[config.mk]
export PLATFORM = sky130hd
export DESIGN_NAME = traffic_phase_ctrl
export DESIGN_NICKNAME = d
export VERILOG_FILES = /design/src/rtl/traffic_phase_ctrl.sv
export SDC_FILE = /design/constraint.sdc
export NUM_CORES = 1
export LEC_CHECK = 0
export BUFFER_PORTS_ARGS = -buffer_cell sky130_fd_sc_hd__buf_4
export CORE_ASPECT_RATIO = 1.2
export CORE_MARGIN = 5
export CORE_UTILIZATION = 45
export DETAILED_ROUTE_END_ITERATION = 12
export GPL_TIMING_DRIVEN = 0
export PLACE_DENSITY = 0.64
export SKIP_LAST_GASP = 1
export SLEW_MARGIN = 20
export SYNTH_ARGS = -nofsm -noshare
export SYNTH_HDL_FRONTEND = slang
export SYNTH_SLANG_ARGS = --single-unit
[constraint.sdc]
create_clock -name clk -period 6.5 [get_ports clk]
set_input_delay 0.975 -clock clk [delete_from_list [all_inputs] [get_ports clk]]
set_output_delay 0.975 -clock clk [all_outputs]
set_load 0.02 [all_outputs]
[src/rtl/traffic_phase_ctrl.sv]
// Multi-phase traffic signal controller: GO/WARN/CLEAR per phase, with a latched
// pedestrian request that inserts an all-stop WALK interval at the next CLEAR exit.
module traffic_phase_ctrl #(
  parameter int unsigned NPHASE = 2,
  parameter int unsigned NBITS  = 32,
  parameter int unsigned T_GO   = 32'h3938700,
  parameter int unsigned T_WARN = 32'h1C9C380,
  parameter int unsigned T_CLR  = 32'h0989680,
  parameter int unsigned T_WALK = 32'h5F5E100,
  parameter int unsigned PW     = $clog2(NPHASE)
) (
  input  logic              clk,
  input  logic              reset_n,
  input  logic              b,
  output logic [NPHASE-1:0] go,
  output logic [NPHASE-1:0] warn,
  output logic [NPHASE-1:0] stop,
  output logic              walk,
  output logic              ped_pend,
  output logic [PW-1:0]     cur_phase
);

  typedef enum logic [1:0] {StClear, StGo, StWarn, StWalk} state_e;

  localparam logic [NBITS-1:0] LdGo   = NBITS'(T_GO - 1);
  localparam logic [NBITS-1:0] LdWarn = NBITS'(T_WARN - 1);
  localparam logic [NBITS-1:0] LdClr  = NBITS'(T_CLR - 1);
  localparam logic [NBITS-1:0] LdWalk = NBITS'(T_WALK - 1);

  state_e            state_q, state_d;
  logic [NBITS-1:0]  cnt_q, cnt_d;
  logic [PW-1:0]     phase_q, phase_d, phase_adv;
  logic              first_q, first_d;
  logic              ped_q, ped_d;
  logic [NPHASE-1:0] sel;
  logic [NPHASE-1:0] go_q, go_d, warn_q, warn_d, stop_q, stop_d;
  logic              walk_q, walk_d;

  // The very first GO after reset keeps phase 0 instead of advancing.
  always_comb begin
    if (first_q) begin
      phase_adv = '0;
    end else if (phase_q == PW'(NPHASE - 1)) begin
      phase_adv = '0;
    end else begin
      phase_adv = phase_q + PW'(1);
    end
  end

  always_comb begin
    state_d = state_q;
    cnt_d   = cnt_q - NBITS'(1);
    phase_d = phase_q;
    first_d = first_q;
    if (cnt_q == '0) begin
      unique case (state_q)
        StClear: begin
          if (ped_q || b) begin
            state_d = StWalk;
            cnt_d   = LdWalk;
          end else begin
            state_d = StGo;
            cnt_d   = LdGo;
            phase_d = phase_adv;
            first_d = 1'b0;
          end
        end
        StGo: begin
          state_d = StWarn;
          cnt_d   = LdWarn;
        end
        StWarn: begin
          state_d = StClear;
          cnt_d   = LdClr;
        end
        StWalk: begin
          state_d = StGo;
          cnt_d   = LdGo;
          phase_d = phase_adv;
          first_d = 1'b0;
        end
      endcase
    end
  end

  // Entering WALK serves the request; presses while in WALK are dropped.
  always_comb begin
    ped_d = ped_q;
    if (state_d == StWalk && state_q != StWalk) begin
      ped_d = 1'b0;
    end else if (state_q != StWalk && b) begin
      ped_d = 1'b1;
    end
  end

  // Lamps are decoded from the next state so they switch on the same edge as the FSM.
  always_comb begin
    sel    = NPHASE'(1) << phase_d;
    go_d   = (state_d == StGo) ? sel : '0;
    warn_d = (state_d == StWarn) ? sel : '0;
    stop_d = (state_d == StGo || state_d == StWarn) ? ~sel : '1;
    walk_d = (state_d == StWalk);
  end

  always_ff @(posedge clk or negedge reset_n) begin
    if (!reset_n) begin
      state_q <= StClear;
      cnt_q   <= LdClr;
      phase_q <= '0;
      first_q <= 1'b1;
      ped_q   <= 1'b0;
      go_q    <= '0;
      warn_q  <= '0;
      stop_q  <= '1;
      walk_q  <= 1'b0;
    end else begin
      state_q <= state_d;
      cnt_q   <= cnt_d;
      phase_q <= phase_d;
      first_q <= first_d;
      ped_q   <= ped_d;
      go_q    <= go_d;
      warn_q  <= warn_d;
      stop_q  <= stop_d;
      walk_q  <= walk_d;
    end
  end

  assign go        = go_q;
  assign warn      = warn_q;
  assign stop      = stop_q;
  assign walk      = walk_q;
  assign ped_pend  = ped_q;
  assign cur_phase = phase_q;

endmodule

Yosys cells after proc, flatten, opt, wreduce, memory -nomap -nowiden
Cells that the tools add are included.
Widths: inputs -> output; s select.
{"block": "totals", "out_inout_bits": 9, "elab_cells": 48, "input_bits": 3, "ff_bits": 44}
{"block": "op_classes", "n_bitwise": 1, "shifts": 1, "n_reduce_logical": 9, "muxes": 18, "n_eq_ne": 8, "add_sub_neg": 2}
{"cell": "$pmux 32 s4", "count": 1}
{"cell": "$logic_not 32->1", "count": 1}
{"cell": "$mux 32", "count": 1}
{"cell": "$sub 32x1->32 const B", "count": 1}
{"cell": "$mux 27", "count": 1}
{"cell": "$mux 2", "count": 5}
{"cell": "$eq 2x2->1 const B", "count": 4}
{"cell": "$pmux 2 s4", "count": 1}
{"cell": "$mux 1", "count": 7}
{"cell": "$eq 2x1->1 const B", "count": 2}
{"cell": "$ne 2x2->1 const B", "count": 2}
{"cell": "$pmux 1 s2", "count": 2}
{"cell": "$reduce_bool 2->1", "count": 2}
{"cell": "$reduce_and 3->1", "count": 1}
{"cell": "$logic_and 1x1->1", "count": 2}
{"cell": "$logic_not 2->1", "count": 1}
{"cell": "$logic_or 1x1->1", "count": 2}
{"cell": "$not 2->2", "count": 1}
{"cell": "$shl 1x1->2 const A", "count": 1}
{"cell": "$add 1x1->1 const B", "count": 1}

Depth between registers and ports, before layout
Gate-level depths: netlist (run 1).
{"block": "depth", "word_depth": 9, "ltp_mapped": 9, "mapped_depth_nobuf": 8}

Worst setup path before layout (run 1)
Ideal clock, no wire load.
{"block": "synth_path", "path_kind": "register -> register", "startpoint": "reg cnt_q[8]", "endpoint": "reg stop_q[0] (netlist: stop[0])", "n_path_buf": 1, "setup_time_ns": 0.084, "setup_slack_ns": 3.829, "required_ns": 6.416, "synth_period_minus_slack_ns": 2.671, "t_arrival_ns": 2.587, "path_stages_with_launch": 9, "path_cell_list": "dfrtp_1 -> nor4_2 -> nand2_1 -> or4_1 -> clkbuf_1 -> nor3_1 -> a21oi_1 -> ha_1 -> nand2b_1"}
{"block": "synth_between", "elab_chain_len": 5, "elab_cells_between_ends": 9, "cone_classes": "eq/ne (2); shift (1); mux (3); bitwise (1); reduce/logical (2)"}
{"item": "start, declared", "line": "31", "source": "logic [NBITS-1:0] cnt_q, cnt_d;"}
{"item": "start signal, assigned", "line": "108", "source": "cnt_q <= LdClr;"}
{"item": "start signal, assigned", "line": "118", "source": "cnt_q <= cnt_d;"}
{"item": "$logic_not 32->1 *", "line": "55", "source": "if (cnt_q == '0) begin"}
{"item": "$mux 2 *", "line": "55"}
{"item": "named net state_d[1]", "line": "30", "source": "state_e state_q, state_d;"}
{"item": "$eq 2x1->1 or $eq 2x2->1 (tied branches)", "line": "101", "source": "stop_d = (state_d == StGo || state_d == StWarn) ? ~sel : '1;"}
{"item": "$logic_or 1x1->1 *", "line": "101"}
{"item": "$mux 2 *", "line": "101"}
{"item": "named net stop_d[0]", "line": "36", "source": "logic [NPHASE-1:0] go_q, go_d, warn_q, warn_d, stop_q, stop_d;"}
{"item": "end signal, assigned", "line": "124", "source": "stop_q <= stop_d;"}
{"item": "end, declared", "line": "36"}
The timed path passes the listed nets; every way through them passes the cells marked *.
A chain may end at the register's enable or synchronous reset.

Worst setup path after layout (run 1)
{"block": "layout_path", "startpoint": "reg cnt_q[8]", "endpoint": "reg go_q[0] (netlist: go[0])"}
{"block": "layout_between", "elab_chain_len": 4, "elab_cells_between_ends": 6, "cone_classes": "eq/ne (1); shift (1); mux (3); reduce/logical (1)"}
{"item": "$logic_not 32->1", "line": "55"}
{"item": "$mux 2", "line": "55"}
{"item": "named net state_d[0]", "line": "30"}
{"item": "$eq 2x1->1", "line": "99", "source": "go_d = (state_d == StGo) ? sel : '0;"}
{"item": "$mux 2", "line": "99"}
{"item": "named net go_d[0]", "line": "36"}
{"item": "end signal, assigned", "line": "122", "source": "go_q <= go_d;"}
{"item": "end, declared", "line": "36"}
The timed path passes the listed nets, and every way through them passes these cells.

==> reports/qor.yml, run 1 <==
routing:
  drtPass1Iterations: 4
  ant_nets: 0
  routedWlPerCell_um: 15.78
  post_drt_via_cell_ratio: 5.553
  drt_wl_total_um: 4875
  post-route-drc-count: 0
  dr.first_iter.drc_count: 71
  dr_total_vias: 1716
synthesis:
  area_share_of_the_leading_cell_type_in_the_synthesized_netlist: 0.2875
  synth_common_cells: "27 x dfrtp_1, 20 x nand2_1, 18 x nor2_1"
  synth_flop_cell: "dfrtp_1"
  synthArstFlopShare: 1.000
  post_synth_num_cell_types: 43
  ys_top_cells_by_area: "dfrtp_1 29%, dfstp_2 19%, xnor2_1 6.0%"
  yosys_register_bits: 44
  synth_edf_count: 0
  ys_seq_area_frac: 0.4776
  synth_most_common_cell: "dfrtp_1"
  synth_area_per_cell_sq_um: 10.22
  mappedNetlistNets: 244
  syn_area_sq_um: 2350
  synth-warning-count: 0
  post_synth_inst_count: 230
  netlist.top_cell.by_area: "dfrtp_1"
clock_tree:
  clock-sinks: 44
  clk-insertion-delay-late_ps: 300
  clkSlewWorstSetupHoldPaths_ps: 90
  quantity_of_gates_resized_following_cts: 0
  cts-buffers-inserted: 5
  clockBufferDepth: 2
  postCtsHoldBufs: 0
  tritoncts_clock_tree: "yes"
  cts.repair_timing.setup_buffer_count: 0
  htree_num_levels: 2
  ctsRootBufferMaster: "clkbuf_8"
worst_setup_path:
  worst_r2r_startpoint: "cnt_q[8]"
  ff2ff_setup_slack_ps: 3150
  worst-endpoint-required_ps: 6690
  worst-setup-path-type: "reg -> reg"
  endpoint_kind: "flop"
  critical_path.reg2reg.endpoint: "go[0]"
  r2r.worst_path.cells: 8
  crit_fanout: 10
  start_kind: "flop"
  worst-endpoint-arrival_ps: 3550
layout:
  finish.utilization: 0.5227
  nets: 262
  ant_diodes: 0
  seq_area_sq_um: 1122
  share_of_cells_above_drive_strength_1: 0.1928
  layout-area-overhead-vs-synth_pct: 11.45
  num-fill-cells: 443
  postLayoutCellArea_sq_um: 2619
  multi_input_comb_area_sq_um: 1165
floorplan:
  dieHeight_um: 89.16
  initial_core_util: 0.4690
  io-pin-count: 12
  dieWidth_um: 75.97
  core.rowCount: 28
  core_footprint_sq_um: 5010
  die_area_sq_um: 6773
hold_path:
  hp-start: "first_q"
  holdCritPathClass: "reg -> reg"
  worstHoldPathCells: 1
  min_delay_worst_endpoint: "first_q"
sta:
  grt_setup_unrepaired: "no"
  worst-slew-pin-transition_ps: 744.8
  fin_skew_ps: 5.998
  final.setup.worst_slack_ps: 3147
  final-hold-violation-count: 0
  share_of_the_clock_period_used_by_the_worst_path: 0.5158
  max-slew-margin-rel: 0.4994
  maxSlewViolCount: 0
  post-route-min-period_ps: 3353
  setup_viol_count_final: 0
  clock.fmax_ghz: 0.2982
  timing.setup.tns_ps: 0
placement:
  detailed_place.area_sq_um: 2507
  globalplace.congestion: 0.8264
  dp_worst_setup_slack_ps: 3220
  place_hpwl_um: 3500
  port_buffers: 11
status:
  run_status: "finished, final reports clean"
power:
  power_per_cell_area_nw_per_um2: 186.8
  totalPowerFinal_mw: 0.4892
  peakVddDrop_uv: 147.9
  power_leakage_nw: 1.055
grt:
  grt_pass1_wl_um: 8818
  grt_start_max_net_pins: 45
  global_route.usage.total: 0.1637
  overflow: 0
  grt_antenna_before_repair: 0
  vias_in_the_first_global_route: 1846
job:
  max_cap_violations: 0
-- kinds of logic after synthesis --
| group | after synthesis | share of synthesized area |
|---|---|---|
| and+or+nand+nor | 97 | 0.2375 |
| DFF | 44 | 0.4776 |
| AOI/OAI and AO/OA | 36 | 0.09159 |
| xor gates and xnor gates | 25 | 0.09318 |
| buffers and inverters | 14 | 0.02662 |
| adders and majority gates | 11 | 0.05857 |
| muxes | 3 | 0.01491 |
-- final cells by class --
type                            instances  area share
Buffer                                  8     0.01529
Sequential cell                        44      0.4286
Inverter                                6    0.008600
Timing Repair Buffer                   11     0.03153
Clock inverter                          3     0.01624
Multi-Input combinational cell        172      0.4448
Clock buffer                            5     0.02628
Tap cell                               60     0.02867
-- state kept, by name, summed over array words and instances (netlist names) --
signal	flops
stop	2
first_q	1
cur_phase	1
cnt_q	32
state_q	2
go	2
warn	2
walk	1
ped_pend	1
-- cells in the final DEF, fill, tap and decap left out, drive strengths merged, types with 3 or more instances in the layout --
master  count
dfrtp      27
clkbuf     10
nand2b      3
nor3       14
buf        14
nand3       5
inv         6
or3         4
nor4       12
xor2        9
xnor2      16
dfstp      17
o21ai       8
nand2      20
and2        6
nor2       18
ha         11
o21a        3
a21oi      16
-- routing by layer --
| layer | global-route usage | routed length (um) |
|---|---|---|
| met1 | 0.1994 | 2106 |
| met4 | 0.05825 | 79 |
| met5 | 0 | 0 |
| met2 | 0.2843 | 2463 |
| met3 | 0.04032 | 225 |
-- stage by stage --
| step | hold WS (ps) | std cells |
|---|---|---|
| 3_3_place_gp | 454.5 | 301 |
| 3_5_place_dp | 462.3 | 301 |
| 2_1_floorplan | 441.2 | 230 |
| 5_1_grt | 485.2 | 309 |
| 6_report | 471.0 | 309 |
| 4_1_cts | 475.0 | 309 |
-- power by group --
| group | internal, mW | switching, mW |
|---|---|---|
| Sequential | 0.274 | 0.0000000000000000369 |
| Clock | 0.114 | 0.0954 |
| Combinational | 0.000797 | 0.00530 |
| Total | 0.389 | 0.101 |
-- worst max path at each step --
stage                          end      from
after global placement       go[1]  cnt_q[8]
after detailed placement     go[1]  cnt_q[8]
after CTS                    go[1]  cnt_q[8]
after floorplan            stop[0]  cnt_q[8]
after global routing      ped_pend  cnt_q[8]
final                        go[0]  cnt_q[8]
-- critical path: stages, from the launching register on --
cell and delay, ps:
dfrtp_1 430, nor4_2 700, nand2_1 310, nor4_1 580, clkbuf_1 410, nand2_1 190
a21boi_0 210, ha_1 270, and2_1 140
(Power assumes the default switching activity.)
==> run 2, diff against run 1 <==
Settings changed: ABC_AREA from default to 1, PLACE_DENSITY 0.64 to 0.66.
Clock period 6.5 ns to 2.8 ns, I/O delays scaled along.
==> reports/qor.yml, run 2 <==
clock_tree:
  cts-buffers-inserted: 5
  ctsRootBufferMaster: "clkbuf_8"
  clockBufferDepth: 2
  quantity_of_gates_resized_following_cts: 0
  cts.repair_timing.setup_buffer_count: 0
  postCtsHoldBufs: 0
  clock-sinks: 44
  htree_num_levels: 2
  tritoncts_clock_tree: "yes"
  clk-insertion-delay-late_ps: 300
  clkSlewWorstSetupHoldPaths_ps: 90
synthesis:
  synth_most_common_cell: "nand2_1"
  synthArstFlopShare: 1.000
  yosys.area_share.xor_xnor: 0.02294
  synth_flop_cell: "dfrtp_1"
  area_share_of_the_leading_cell_type_in_the_synthesized_netlist: 0.2528
  muxShareOfSynthArea: 0
  mappedNetlistNets: 378
  syn_area_sq_um: 2673
  post_synth_inst_count: 364
  synth_top_family_by_area: "simple AND/OR/NAND/NOR gates"
  synth_edf_count: 0
  synth_common_cells: "98 x nand2_1, 60 x nor2_1, 43 x inv_1"
  synth_area_per_cell_sq_um: 7.342
  netlist.top_cell.by_area: "dfrtp_1"
  ys_seq_area_frac: 0.4199
  ys_top_cells_by_area: "dfrtp_1 25%, dfstp_2 17%, nand2_1 14%"
  yosys.area_share.adder: 0.05150
  synth_compound_area_frac: 0.07303
  simple_gate_share_of_the_synthesized_area: 0.3605
  yosys_register_bits: 44
  synth-warning-count: 0
  post_synth_num_cell_types: 26
routing:
  routedWlPerCell_um: 13.19
  dr.first_iter.drc_count: 110
  drt_wl_total_um: 6107
  post-route-drc-count: 0
  post_drt_via_cell_ratio: 4.940
  drtPass1Iterations: 4
  dr_total_vias: 2287
  ant_nets: 0
sta:
  post-route-min-period_ps: 2209
  share_of_the_clock_period_used_by_the_worst_path: 0.7891
  timing.setup.tns_ps: 0
  setup_viol_count_final: 0
  worst-slew-pin-transition_ps: 574.8
  grt_setup_unrepaired: "no"
  clock.fmax_ghz: 0.4526
  holdWs_ps: 105.8
  fin_skew_ps: 2.516
  final-hold-violation-count: 0
  max-slew-margin-rel: 0.6168
  maxSlewViolCount: 0
grt:
  vias_in_the_first_global_route: 2293
  grt_start_max_net_pins: 45
  grt_antenna_before_repair: 0
  grt_pass1_wl_um: 10550
  overflow: 0
  global_route.usage.total: 0.1812
placement:
  globalplace.congestion: 0.9061
  detailed_place.area_sq_um: 2855
  port_buffers: 11
  place_hpwl_um: 4728
  placedCellCount: 455
worst_setup_path:
  worst-endpoint-required_ps: 3030
  worst-setup-path-type: "reg -> reg"
  start_kind: "flop"
  crit_fanout: 4
  r2r.worst_path.cells: 12
  endpoint_kind: "flop"
  worst-endpoint-arrival_ps: 2440
hold_path:
  holdCritPathClass: "in -> async"
layout:
  ant_diodes: 0
  final_cell_count_no_fill: 463
  largest-register: "cnt_q"
  highest_count_cells_in_the_layout_ignoring_fill_and_taps: "98 x nand2_1, 60 x nor2_1, 43 x inv_1"
  largest_register_ffs: 32
  postLayoutCellArea_sq_um: 2977
  share_of_cells_above_drive_strength_1: 0.1775
  nets: 396
  layout.cells.most_common: "nand2_1"
  layout-area-overhead-vs-synth_pct: 11.38
floorplan:
  die_area_sq_um: 7587
  io-pin-count: 12
  core.rowCount: 30
  core_footprint_sq_um: 5705
  dieWidth_um: 80.35
  initial_core_util: 0.4684
  dieHeight_um: 94.42
job:
  max_cap_violations: 0
power:
  power_leakage_nw: 1.395
  power_per_cell_area_nw_per_um2: 395.2
  peakVddDrop_uv: 283.6
status:
  run_status: "finished, final reports clean"
==> run 2: layout make-up <==
type                            count  area (sq um)
Multi-Input combinational cell    272          1358
Clock inverter                      2         38.79
Clock buffer                        6         82.58
Sequential cell                    44          1122
Inverter                           45         168.9
Tap cell                           80         100.1
Fill cell                         586          2729
Buffer                              3         23.77
Timing Repair Buffer               11         82.58
==> run 2: kinds of logic after synthesis <==
kind of cell	count (synthesis)
xor+xnor	7
fa+ha+maj	11
simple gates	220
flops	44
compound gates	34
buf+inv	48
==> run 2: where the power goes <==
group          leakage [nW]         switching (mW)  internal, mW  total (mW)
registers             0.486  0.0000000000000000639         0.636       0.636
clock network        0.0614                  0.233         0.292       0.526
logic                 0.848                 0.0127       0.00181      0.0145
total                  1.40                  0.246         0.930        1.18
==> run 2: per-stage QoR <==
stage / total power [mW] / worst slack [ps] / util
final: 1.176 / 590.5 / 0.5217
after global placement: 0.6634 / 568.4 / 0.5004
after global routing: 1.215 / 330.1 / 0.5217
after CTS: 1.185 / 539.5 / 0.5217
after detailed placement: 0.6634 / 557.2 / 0.5004
after floorplan: 0.6479 / 970.4 / -
==> run 2: layer usage <==
layer,part of all wire,track usage
met5,0,0
met4,0.031,0.08592
met3,0.031,0.03626
met2,0.51,0.3204
met1,0.43,0.2071
==> run 2: critical path, cell delays in order (launching register included) <==
cell	delay (ps)
dfstp_2	380
inv_1	110
ha_1	210
nand2_1	60
nor3_1	190
nand2_1	100
nor2_2	220
nand2_1	120
o21ai_1	210
inv_1	90
ha_1	300
inv_1	70
nand3_1	70
==> run 2: path summary, 6_finish.rpt <==
check	start	endpoint	slack [ps]
setup / recovery	cnt_q[0]	stop[1]	590
hold / removal	reset_n	cnt_q[30]	110
setup reg to reg	cnt_q[0]	stop[1]	590
hold reg to reg	cnt_q[0]	cnt_q[0]	460
max in group asynchronous	reset_n	cnt_q[9]	2300
min in group clk	b	ped_pend	410
